File: src/rtl/mkmif_gen_core.sv
// mkmif_gen_core: SPI master for the serial key SRAM. Runs the mode-register init
// frame after reset, then performs one word read or write per accepted command.
module mkmif_gen_core #(
   parameter int unsigned DATA_BYTES = 4,
   parameter int unsigned ADDR_BYTES = 2,
   parameter int unsigned DIV_WIDTH  = 16,
   parameter logic [7:0]  INIT_MODE  = 8'h41
) (
   input  logic                    clk_i,
   input  logic                    reset_i,
   output logic                    spi_sclk_o,
   output logic                    spi_cs_n_o,
   input  logic                    spi_do_i,
   output logic                    spi_di_o,
   input  logic                    read_op_i,
   input  logic                    write_op_i,
   output logic                    ready_o,
   output logic                    valid_o,
   input  logic [DIV_WIDTH-1:0]    sclk_div_i,
   input  logic [8*ADDR_BYTES-1:0] addr_i,
   input  logic [8*DATA_BYTES-1:0] write_data_i,
   output logic [8*DATA_BYTES-1:0] read_data_o
);

   localparam int unsigned DW = 8 * DATA_BYTES;
   localparam int unsigned AW = 8 * ADDR_BYTES;
   localparam int unsigned FW = 8 + AW + DW;          // longest frame (read/write)
   localparam int unsigned CW = $clog2(FW) + 1;

   typedef enum logic [2:0] {StInit, StReady, StLoad, StShift, StDone} state_e;
   typedef enum logic [1:0] {KindInit, KindRead, KindWrite} kind_e;

   state_e               state_q, state_d;
   kind_e                kind_q, kind_d;
   logic [DIV_WIDTH-1:0] div_cap_q, div_cap_d;   // divider captured at accept/init
   logic [DIV_WIDTH-1:0] div_q, div_d;           // divider in use for current frame
   logic [DIV_WIDTH-1:0] div_cnt_q, div_cnt_d;
   logic [AW-1:0]        addr_q, addr_d;
   logic [DW-1:0]        wdata_q, wdata_d;
   logic [FW-1:0]        frame_q, frame_d;
   logic [CW-1:0]        bit_cnt_q, bit_cnt_d;
   logic [DW-1:0]        rx_q, rx_d;
   logic [DW-1:0]        rdata_q, rdata_d;
   logic                 sclk_q, sclk_d;
   logic                 cs_n_q, cs_n_d;
   logic                 di_q, di_d;
   logic                 valid_q, valid_d;
   logic                 init_tail_q, init_tail_d; // one extra DONE cycle after init

   logic [FW-1:0]        frame_ld;
   logic [CW-1:0]        n_ld;

   // State and datapath registers; reset forces the SPI bus idle and restarts init.
   always_ff @(posedge clk_i or posedge reset_i) begin
      if (reset_i) begin
         state_q     <= StInit;
         kind_q      <= KindInit;
         div_cap_q   <= '0;
         div_q       <= DIV_WIDTH'(1);
         div_cnt_q   <= '0;
         addr_q      <= '0;
         wdata_q     <= '0;
         frame_q     <= '0;
         bit_cnt_q   <= '0;
         rx_q        <= '0;
         rdata_q     <= '0;
         sclk_q      <= 1'b0;
         cs_n_q      <= 1'b1;
         di_q        <= 1'b0;
         valid_q     <= 1'b0;
         init_tail_q <= 1'b0;
      end else begin
         state_q     <= state_d;
         kind_q      <= kind_d;
         div_cap_q   <= div_cap_d;
         div_q       <= div_d;
         div_cnt_q   <= div_cnt_d;
         addr_q      <= addr_d;
         wdata_q     <= wdata_d;
         frame_q     <= frame_d;
         bit_cnt_q   <= bit_cnt_d;
         rx_q        <= rx_d;
         rdata_q     <= rdata_d;
         sclk_q      <= sclk_d;
         cs_n_q      <= cs_n_d;
         di_q        <= di_d;
         valid_q     <= valid_d;
         init_tail_q <= init_tail_d;
      end
   end

   // Frame image and bit count for the pending transfer kind.
   always_comb begin
      frame_ld = '0;
      n_ld     = CW'(FW);
      case (kind_q)
         KindInit: begin
            frame_ld = {8'h01, INIT_MODE, {(FW-16){1'b0}}};
            n_ld     = CW'(16);
         end
         KindRead:  frame_ld = {8'h03, addr_q, {DW{1'b0}}};
         default:   frame_ld = {8'h02, addr_q, wdata_q};
      endcase
   end

   // Next-state logic: command accept, frame load and the bit serialiser.
   always_comb begin
      state_d     = state_q;
      kind_d      = kind_q;
      div_cap_d   = div_cap_q;
      div_d       = div_q;
      div_cnt_d   = div_cnt_q;
      addr_d      = addr_q;
      wdata_d     = wdata_q;
      frame_d     = frame_q;
      bit_cnt_d   = bit_cnt_q;
      rx_d        = rx_q;
      rdata_d     = rdata_q;
      sclk_d      = sclk_q;
      cs_n_d      = cs_n_q;
      di_d        = di_q;
      valid_d     = valid_q;
      init_tail_d = init_tail_q;

      // SRAM data is taken in the first cycle of each high SCLK phase.
      if (state_q == StShift && sclk_q && div_cnt_q == '0) begin
         rx_d = {rx_q[DW-2:0], spi_do_i};
      end

      unique case (state_q)
         StInit: begin
            kind_d    = KindInit;
            div_cap_d = sclk_div_i;
            state_d   = StLoad;
         end
         StReady: begin
            // Write has priority when both ops are raised together.
            if (write_op_i) begin
               kind_d    = KindWrite;
               addr_d    = addr_i;
               wdata_d   = write_data_i;
               div_cap_d = sclk_div_i;
               state_d   = StLoad;
            end else if (read_op_i) begin
               kind_d    = KindRead;
               addr_d    = addr_i;
               div_cap_d = sclk_div_i;
               valid_d   = 1'b0;
               state_d   = StLoad;
            end
         end
         StLoad: begin
            div_d     = (div_cap_q == '0) ? DIV_WIDTH'(1) : div_cap_q;
            div_cnt_d = '0;
            frame_d   = frame_ld;
            bit_cnt_d = n_ld;
            sclk_d    = 1'b0;
            cs_n_d    = 1'b0;
            di_d      = frame_ld[FW-1];
            state_d   = StShift;
         end
         StShift: begin
            if (div_cnt_q == div_q - DIV_WIDTH'(1)) begin
               div_cnt_d = '0;
               if (!sclk_q) begin
                  sclk_d = 1'b1;
               end else begin
                  sclk_d = 1'b0;
                  if (bit_cnt_q == CW'(1)) begin
                     cs_n_d  = 1'b1;
                     di_d    = 1'b0;
                     state_d = StDone;
                     if (kind_q == KindRead) begin
                        rdata_d = rx_d;
                        valid_d = 1'b1;
                     end
                     if (kind_q == KindInit) begin
                        init_tail_d = 1'b1;
                     end
                  end else begin
                     bit_cnt_d = bit_cnt_q - CW'(1);
                     frame_d   = {frame_q[FW-2:0], 1'b0};
                     di_d      = frame_q[FW-2];
                  end
               end
            end else begin
               div_cnt_d = div_cnt_q + DIV_WIDTH'(1);
            end
         end
         StDone: begin
            if (init_tail_q) begin
               init_tail_d = 1'b0;
            end else begin
               state_d = StReady;
            end
         end
         default: state_d = StInit;
      endcase
   end

   assign spi_sclk_o  = sclk_q;
   assign spi_cs_n_o  = cs_n_q;
   assign spi_di_o    = di_q;
   assign ready_o     = (state_q == StReady);
   assign valid_o     = valid_q;
   assign read_data_o = rdata_q;

endmodule

File: config.mk
export PLATFORM = sky130hd
export DESIGN_NAME = mkmif_gen_core
export DESIGN_NICKNAME = d
export VERILOG_FILES = /design/src/rtl/mkmif_gen_core.sv
export SDC_FILE = /design/constraint.sdc
export NUM_CORES = 1
export LEC_CHECK = 0
export CORE_ASPECT_RATIO = 1.75
export CORE_MARGIN = 2
export CORE_UTILIZATION = 42
export CTS_BUF_LIST = sky130_fd_sc_hd__clkbuf_4 sky130_fd_sc_hd__clkbuf_8
export DETAILED_ROUTE_END_ITERATION = 10
export PLACE_DENSITY = 0.67
export REMOVE_ABC_BUFFERS = 1
export SLEW_MARGIN = 15
export SYNTH_ARGS = -nofsm -noshare
export SYNTH_HDL_FRONTEND = slang
export SYNTH_SLANG_ARGS = --single-unit
File: constraint.sdc
create_clock -name clk_i -period 13.1 [get_ports clk_i]
set_clock_uncertainty 0.1 [all_clocks]
set_input_delay 3.93 -clock clk_i [delete_from_list [all_inputs] [get_ports clk_i]]
set_output_delay 3.93 -clock clk_i [all_outputs]
set_load 0.02 [all_outputs]
== After elaboration in Yosys (flattened, before gate mapping) ==
Cells that the tools add are included.
Word-level totals
  register bits after elaboration: 232
  input bits: 69
  output and inout port bits: 37
  logic and storage cells: 110
Operators by class
  add/subtract/negate cells: 3
  equality and inequality tests: 17
  muxes and demuxes: 52
  reductions and logical operators: 22
Operators by type and width (number)
  two-way mux 55 bit: 3
  one-hot mux 55 bit (2 select lines): 1
  one-hot mux 50 bit (2 select lines): 1
  two-way mux 16 bit: 6
  one-hot mux 16 bit (2 select lines): 2
  zero test 16 bit: 2
  two-way mux 32 bit: 1
  two-way mux 7 bit: 3
  two-way mux 1 bit: 18
  two-way mux 3 bit: 6
  adder 16 x 1 -> 16 bit, second input constant: 1
  == test 16 bit: 1
  subtractor 16 x 1 -> 16 bit, second input constant: 1
  one-hot mux 3 bit (5 select lines): 1
  AND reduction 5 bit: 3
  one-hot mux 7 bit (2 select lines): 1
  != test 2 bit, second input constant: 5
  one-hot mux 1 bit (2 select lines): 5
  nonzero test 2 bit: 5
  != test 2 x 1 -> 1 bit, second input constant: 4
  AND reduction 2 bit: 4
  AND reduction 4 bit: 2
  == test 7 x 1 -> 1 bit, second input constant: 1
  AND reduction 7 bit: 1
  other kinds (13): 16

== Logic depth before layout (Yosys ltp) ==
Gate-level depths: netlist of run 1.
  word-level depth: 6
  depth in mapped cells: 12
  depth with buffers taken out: 9

== Least setup slack after synthesis of run 1 ==
Ideal clock, no wire load.
  path type: input to register
  from: input port write_op_i
  to: register div_cap_q[0]
  arrival: 5.202 ns
  setup slack: 7.673 ns
  stages: 4
  cells stage by stage: nor2_1 > a21boi_1 > clkbuf_1 > mux2_2
Between the ends
  cells in the longest elaborated chain, start to end: 2
  elaborated cells between the ends (all ways): 4
  classes of those cells: eq/ne: 1; mux: 2; reduce/logical: 1
RTL lines
  start, declared: line 16  | input logic write_op_i,
  two-way mux 16 bit or != test 3 bit (tied branches)
  one-hot mux 16 bit (2 select lines) or AND reduction 2 bit (tied branches)
  end signal, assigned: line 75  | div_cap_q <= div_cap_d;
  end, declared: line 35  | logic [DIV_WIDTH-1:0] div_cap_q, div_cap_d;
Parallel ways exist; a longest one is shown, timed or not.
A chain may end at the register's enable or synchronous reset.

== Worst setup path after layout of run 1 ==
  from: register state_q[0]
  to: output port ready_o
Between the ends
  cells in the longest elaborated chain, start to end: 1
RTL lines
  start, declared: line 33  | state_e state_q, state_d;
  start signal, assigned: line 56  | state_q <= StInit;
  start signal, assigned: line 73  | state_q <= state_d;
  == test 3 x 1 -> 1 bit: line 204  | assign ready_o = (state_q == StReady);
  end, declared: line 17  | output logic ready_o,
Every way passes these cells.

==> flow_metrics.tcl, run 1 <==
set metrics [dict create \
    cts_hold_buffers 0 \
    critPathLaunchType "flop" \
    antenna_found_initial 1 \
    comb_power_share_pct 5.5 \
    seqPwrFrac_pct 51.7 \
    worstReg2RegStart "div_q[3]" \
    fin_crit_ns 6.15 \
    hold_viol_final 0 \
    cp-end-kind "output port" \
    vias 7225 \
    cp_slowest_cell "dfrtp_1" \
    ys_types 59 \
    placedCellCount 1303 \
    stdcell_area_mm2 0.0126 \
    post-route-period-util_pct 46.9 \
    die-area_mm2 0.0266 \
    die_h_um 214 \
    netlist_instances 933 \
    vias_per_cell 5.28 \
    overflow 0 \
    hold_path_depth 2 \
    cp_max_fo 18 \
    setup_tns_ns 0 \
    slew_headroom_pct 31.4 \
    holdCritStartpoint "spi_cs_n_o" \
    fin_cells 1368 \
    rows 76 \
    pwr-share-clk_pct 42.9 \
    routedWlPerCell_um 16.5 \
    ys_seq_elements 232 \
    hpwl_mm 15.2 \
    clock_latency_ns 0.53 \
    grt_pass1_wl_mm 37.9 \
    final_cell_mix "230 x dfrtp_1, 176 x mux2_2, 165 x nand2_1" \
    cts_root_buffer "clkbuf_8" \
    nets 1103 \
    synth_edf_count 0 \
    cts_resized 0 \
    syn_avg_cell_area_um2 11.4 \
    ys.flop_type "dfrtp_1" \
    cts_tree "yes" \
    drt-initial-drc-count 376 \
    final_common_cell "dfrtp_1" \
    grt_pass1_vias 7754 \
    status "complete, no violations" \
    fmax_mhz 163 \
    r2r-end "frame_q[13]" \
    yosys_warnings 0 \
    syn_area_mm2 0.0106 \
    placed_area_mm2 0.0119 \
    maxCapViolCount 0 \
    leakagePower_nw 6.01 \
    utilization_pct 51.0 \
    die_width_um 124 \
    rsz0062_at_grt "no" \
    setup_viol 0 \
    arrival_ns 2.12 \
    clock_path_buffers 3 \
    min_to "spi_cs_n_o" \
    slew_violations 0 \
    slowest_delay_ns 0.67 \
    ant_nets 0 \
    critPathKind "reg2out" \
    core-area_mm2 0.0247 \
    synth_seq_area_share_pct 54.8 \
    start_util_pct 42.8 \
    clk_pin_slew_worst_paths_ns 0.06 \
    numCtsBuffers 36 \
    area.growth.synth_to_final_pct 19.0 \
    preCtsSetupSlack_ns 6.60 \
    min_path_type "reg2reg" \
    port_buffers 105 \
    cts_sinks 232 \
    p_switching_mw 0.332 \
    internal-power_mw 1.11 \
    netSwitchingFraction_pct 23.0 \
    drive_gt1_share_pct 25.4 \
    p_per_area_mw_per_mm2 115 \
    grtUsageTotal_pct 17.9 \
    htreeDepth 2 \
    peakVddDrop_uv 78.5 \
    async_flop_share_pct 100 \
    required_ns 9.07 \
    drc 0 \
    r2r_slack_ns 8.71 \
    cp_cell_sequence "and2_1 -> clkdlybuf4s50_1" \
    worst_pin_slew_ns 1.03 \
    grt_max_degree 149 \
    postCtsSetupRepairBufs 0 \
    ioPinCount 106 \
    drt_first_pass_iters 4 \
    rr_worst_depth 8 \
    fin_ws_ns 6.95 \
    wirelength_mm 22.5 \
    gp_congestion 0.845 \
]
per-stage QoR:
stage | power [mW] | hold WS [ns]
CTS | 1.47 | 0.372
global route | 1.51 | 0.405
global placement | 0.839 | 0.358
detailed placement | 0.841 | 0.364
finish | 1.45 | 0.366
floorplan | 0.800 | 0.348
state kept, by name, summed over array words and instances (netlist names), 16 cells and up:
name         flops
div_cap_q       16
rx_q            32
div_q           16
wdata_q         32
div_cnt_q       16
addr_q          16
frame_q         55
read_data_o     32
power groups by stage:
stage / sequential (mW) / combinational, mW / clock [mW]
final: 0.747 / 0.0792 / 0.619
after global routing: 0.748 / 0.0901 / 0.672
after CTS: 0.746 / 0.0815 / 0.640
after floorplan: 0.751 / 0.0490 / 0
after global placement: 0.759 / 0.0793 / 0
after detailed placement: 0.759 / 0.0815 / 0
per-layer routing:
metal	vias to the layer above	global-route usage (%)	share of wire, %
met3	62	4.47	4.9
li1	3437	-	-
met1	3589	18.7	37
met2	137	32.7	54
met4	0	8.05	4.1
met5	-	0	0
Yosys cell counts, drive strengths merged, types with 5 or more instances:
master,n,area share (%)
dfrtp,230,54
mux2,177,19
nand2,166,5.9
nand3,61,2.9
clkbuf,45,1.6
nor2,24,0.85
a21oi,21,0.99
inv,20,0.71
nor4,16,0.95
xnor2,16,1.3
buf,15,1.1
o21ai,14,0.66
nor3,12,0.61
xor2,11,0.91
or4,9,0.64
and3,7,0.46
nand2b,7,0.41
nand4,7,0.41
nand3b,6,0.43
o31ai,6,0.56
ha,5,0.59
nor2b,5,0.30
o32ai,5,0.41
layout make-up:
cell class,count,area [um2]
Antenna cell,1,2.50
Clock buffer,58,711
Clock inverter,6,36.3
Fill cell,2271,12100
Inverter,20,82.6
Multi-Input combinational cell,621,4420
Sequential cell,232,5810
Tap cell,312,390
Timing Repair Buffer,118,1150
logic make-up (layout without fill, tap and decap cells):
group                    count (synthesis)  in the layout  synth area share [%]
adder cells (fa/ha/maj)                  5              5                 0.591
AO/OA/AOI/OAI                           72             72                  4.77
AND/OR/NAND/NOR                        336            336                  14.9
flip-flops                             232            232                  54.8
multiplexers                           181            181                  19.2
buffers and inverters                   80            202                  3.45
XOR/XNOR                                27             27                  2.23
other                                    0              1                     0
worst max-delay path: cells and delay by family, from the launching register on:
family	cells	cell delay (ns)
flip-flops	1	0.67
AND/OR/NAND/NOR	1	0.24
buffers and inverters	1	0.66
worst max path at each step:
| stage | endpoint | start | cells after the start |
|---|---|---|---|
| after global placement | wdata_q[26] | reset_i | 3 |
| after CTS | ready_o | state_q[0] | 2 |
| after global routing | ready_o | state_q[0] | 2 |
| after floorplan | addr_q[0] | reset_i | 1 |
| after detailed placement | wdata_q[25] | reset_i | 3 |
| final | ready_o | state_q[0] | 2 |
Power figures use the tool's default switching activity.
==> run 2: changes to the inputs <==
Clock period 13.1 ns to 5.7 ns, I/O delays scaled along.
==> flow_metrics.tcl, run 2 (same netlist as run 1, synthesis figures left out) <==
set metrics [dict create \
    status "complete, no violations" \
    worst_pin_slew_ns 0.857 \
    antenna_cells 0 \
    final_common_cell "dfrtp_1" \
    cp-end-kind "flop" \
    grt_pass1_vias 7839 \
    drc 0 \
    gp_congestion 0.877 \
    drive_gt1_share_pct 25.2 \
    nets 1107 \
    multi_input_area_mm2 0.00442 \
    cts_tree "yes" \
    fillers 2263 \
    routedWlPerCell_um 16.7 \
    min_path_type "reg2reg" \
    grt_max_degree 121 \
    fin_ws_ns 1.40 \
    power.total_mw 3.29 \
    rsz0062_at_grt "no" \
    overflow 0 \
    die-area_mm2 0.0266 \
    cts_sinks 232 \
    clk_pin_slew_worst_paths_ns 0.07 \
    core-area_mm2 0.0247 \
    required_ns 6.02 \
    critPathLaunchType "flop" \
    peakVddDrop_uv 206 \
    vias 7186 \
    clock_latency_ns 0.55 \
    crit_top_cell "or4_1" \
    crit_family "simple AND/OR/NAND/NOR gates" \
    arrival_ns 4.62 \
    slowest_delay_ns 0.70 \
    fmax_mhz 232 \
    final_cell_mix "230 x dfrtp_1, 176 x mux2_2, 165 x nand2_1" \
    maxCapViolCount 0 \
    cts_hold_buffers 0 \
    rows 76 \
    setup_tns_ns 0 \
    antenna_found_initial 0 \
    preCtsSetupSlack_ns 1.42 \
    wirelength_mm 22.8 \
    port_buffers 105 \
    leakagePower_nw 6.00 \
    cts_root_buffer "clkbuf_8" \
    numCtsBuffers 37 \
    drt_first_pass_iters 4 \
    p_per_area_mw_per_mm2 261 \
    top_register "frame_q" \
    hold_viol_final 0 \
    grtUsageTotal_pct 18.0 \
    seq_area_mm2 0.00581 \
    setup_viol 0 \
    ant_nets 0 \
    die_width_um 124 \
    ioPinCount 106 \
    cts_resized 0 \
    htreeDepth 2 \
    fin_cells 1364 \
    placedCellCount 1306 \
    fin_crit_ns 4.30 \
    postCtsSetupRepairBufs 0 \
    area.growth.synth_to_final_pct 18.9 \
    cp_max_fo 59 \
    cp_cell_sequence "or4_1 -> o31a_1 -> or4_1 -> and3_4 -> or3_1 -> o31ai_4 -> buf_4 -> mux2_2" \
    critPathKind "reg2reg" \
    post-route-period-util_pct 75.5 \
    vias_per_cell 5.27 \
    drt-initial-drc-count 403 \
    cp_slowest_cell "or4_1" \
    fin_hold_ws_ns 0.368 \
    path_buf_inv 1 \
    slew_violations 0 \
    die_h_um 214 \
    hpwl_mm 15.4 \
    start_util_pct 42.8 \
    clock_path_buffers 3 \
    largest_reg_flops 55 \
    slew_headroom_pct 42.9 \
    grt_pass1_wl_mm 38.2 \
]
==> run 2: tightest hold or removal path: stages, from the launching register on <==
cell and delay (ns):
dfstp_2 0.37, inv_1 0.05, a21oi_1 0.05
==> run 2: cell type report <==
| class | instances | area share, % |
|---|---|---|
| clock buffers | 52 | 5.33 |
| inverters | 20 | 0.656 |
| well taps | 312 | 3.10 |
| clock inverters | 6 | 0.278 |
| multi-input cells | 621 | 35.1 |
| flip-flops and latches | 232 | 46.1 |
| repair buffers | 121 | 9.40 |
==> run 2: worst paths after layout <==
| check | from | end | slack, ns | depth (start not counted) |
|---|---|---|---|---|
| worst min register to register | spi_cs_n_o | spi_cs_n_o | 0.37 | 2 |
| worst min-delay path | spi_cs_n_o | spi_cs_n_o | 0.37 | 2 |
| max in group asynchronous | reset_i | div_q[0] | 2.91 | 3 |
| min in group asynchronous | reset_i | wdata_q[6] | 1.60 | 2 |
| worst max register to register | div_q[3] | frame_q[2] | 1.40 | 8 |
| worst max-delay path | div_q[3] | frame_q[2] | 1.40 | 8 |
==> run 2: per-stage QoR <==
step,area (um2),util (%)
3_3_place_gp,11900,48.1
6_report,12600,50.9
2_1_floorplan,10300,-
3_5_place_dp,11900,48.1
5_1_grt,12600,50.9
4_1_cts,12600,50.9
==> run 2: metal layers <==
layer  track usage, %  up-vias  routed length (um)
li1                 -     3439                   -
met1             19.5     3543                8580
met2             32.5      144               12200
met3             4.31       60                1090
met4             8.20        0                 905
met5                0        -                   0
==> run 2: report_power, final <==
part | internal, mW | switching, mW | total, mW
clock | 0.753 | 0.637 | 1.39
sequential | 1.67 | 0.0443 | 1.72
combinational | 0.0969 | 0.0892 | 0.186
total | 2.52 | 0.770 | 3.29
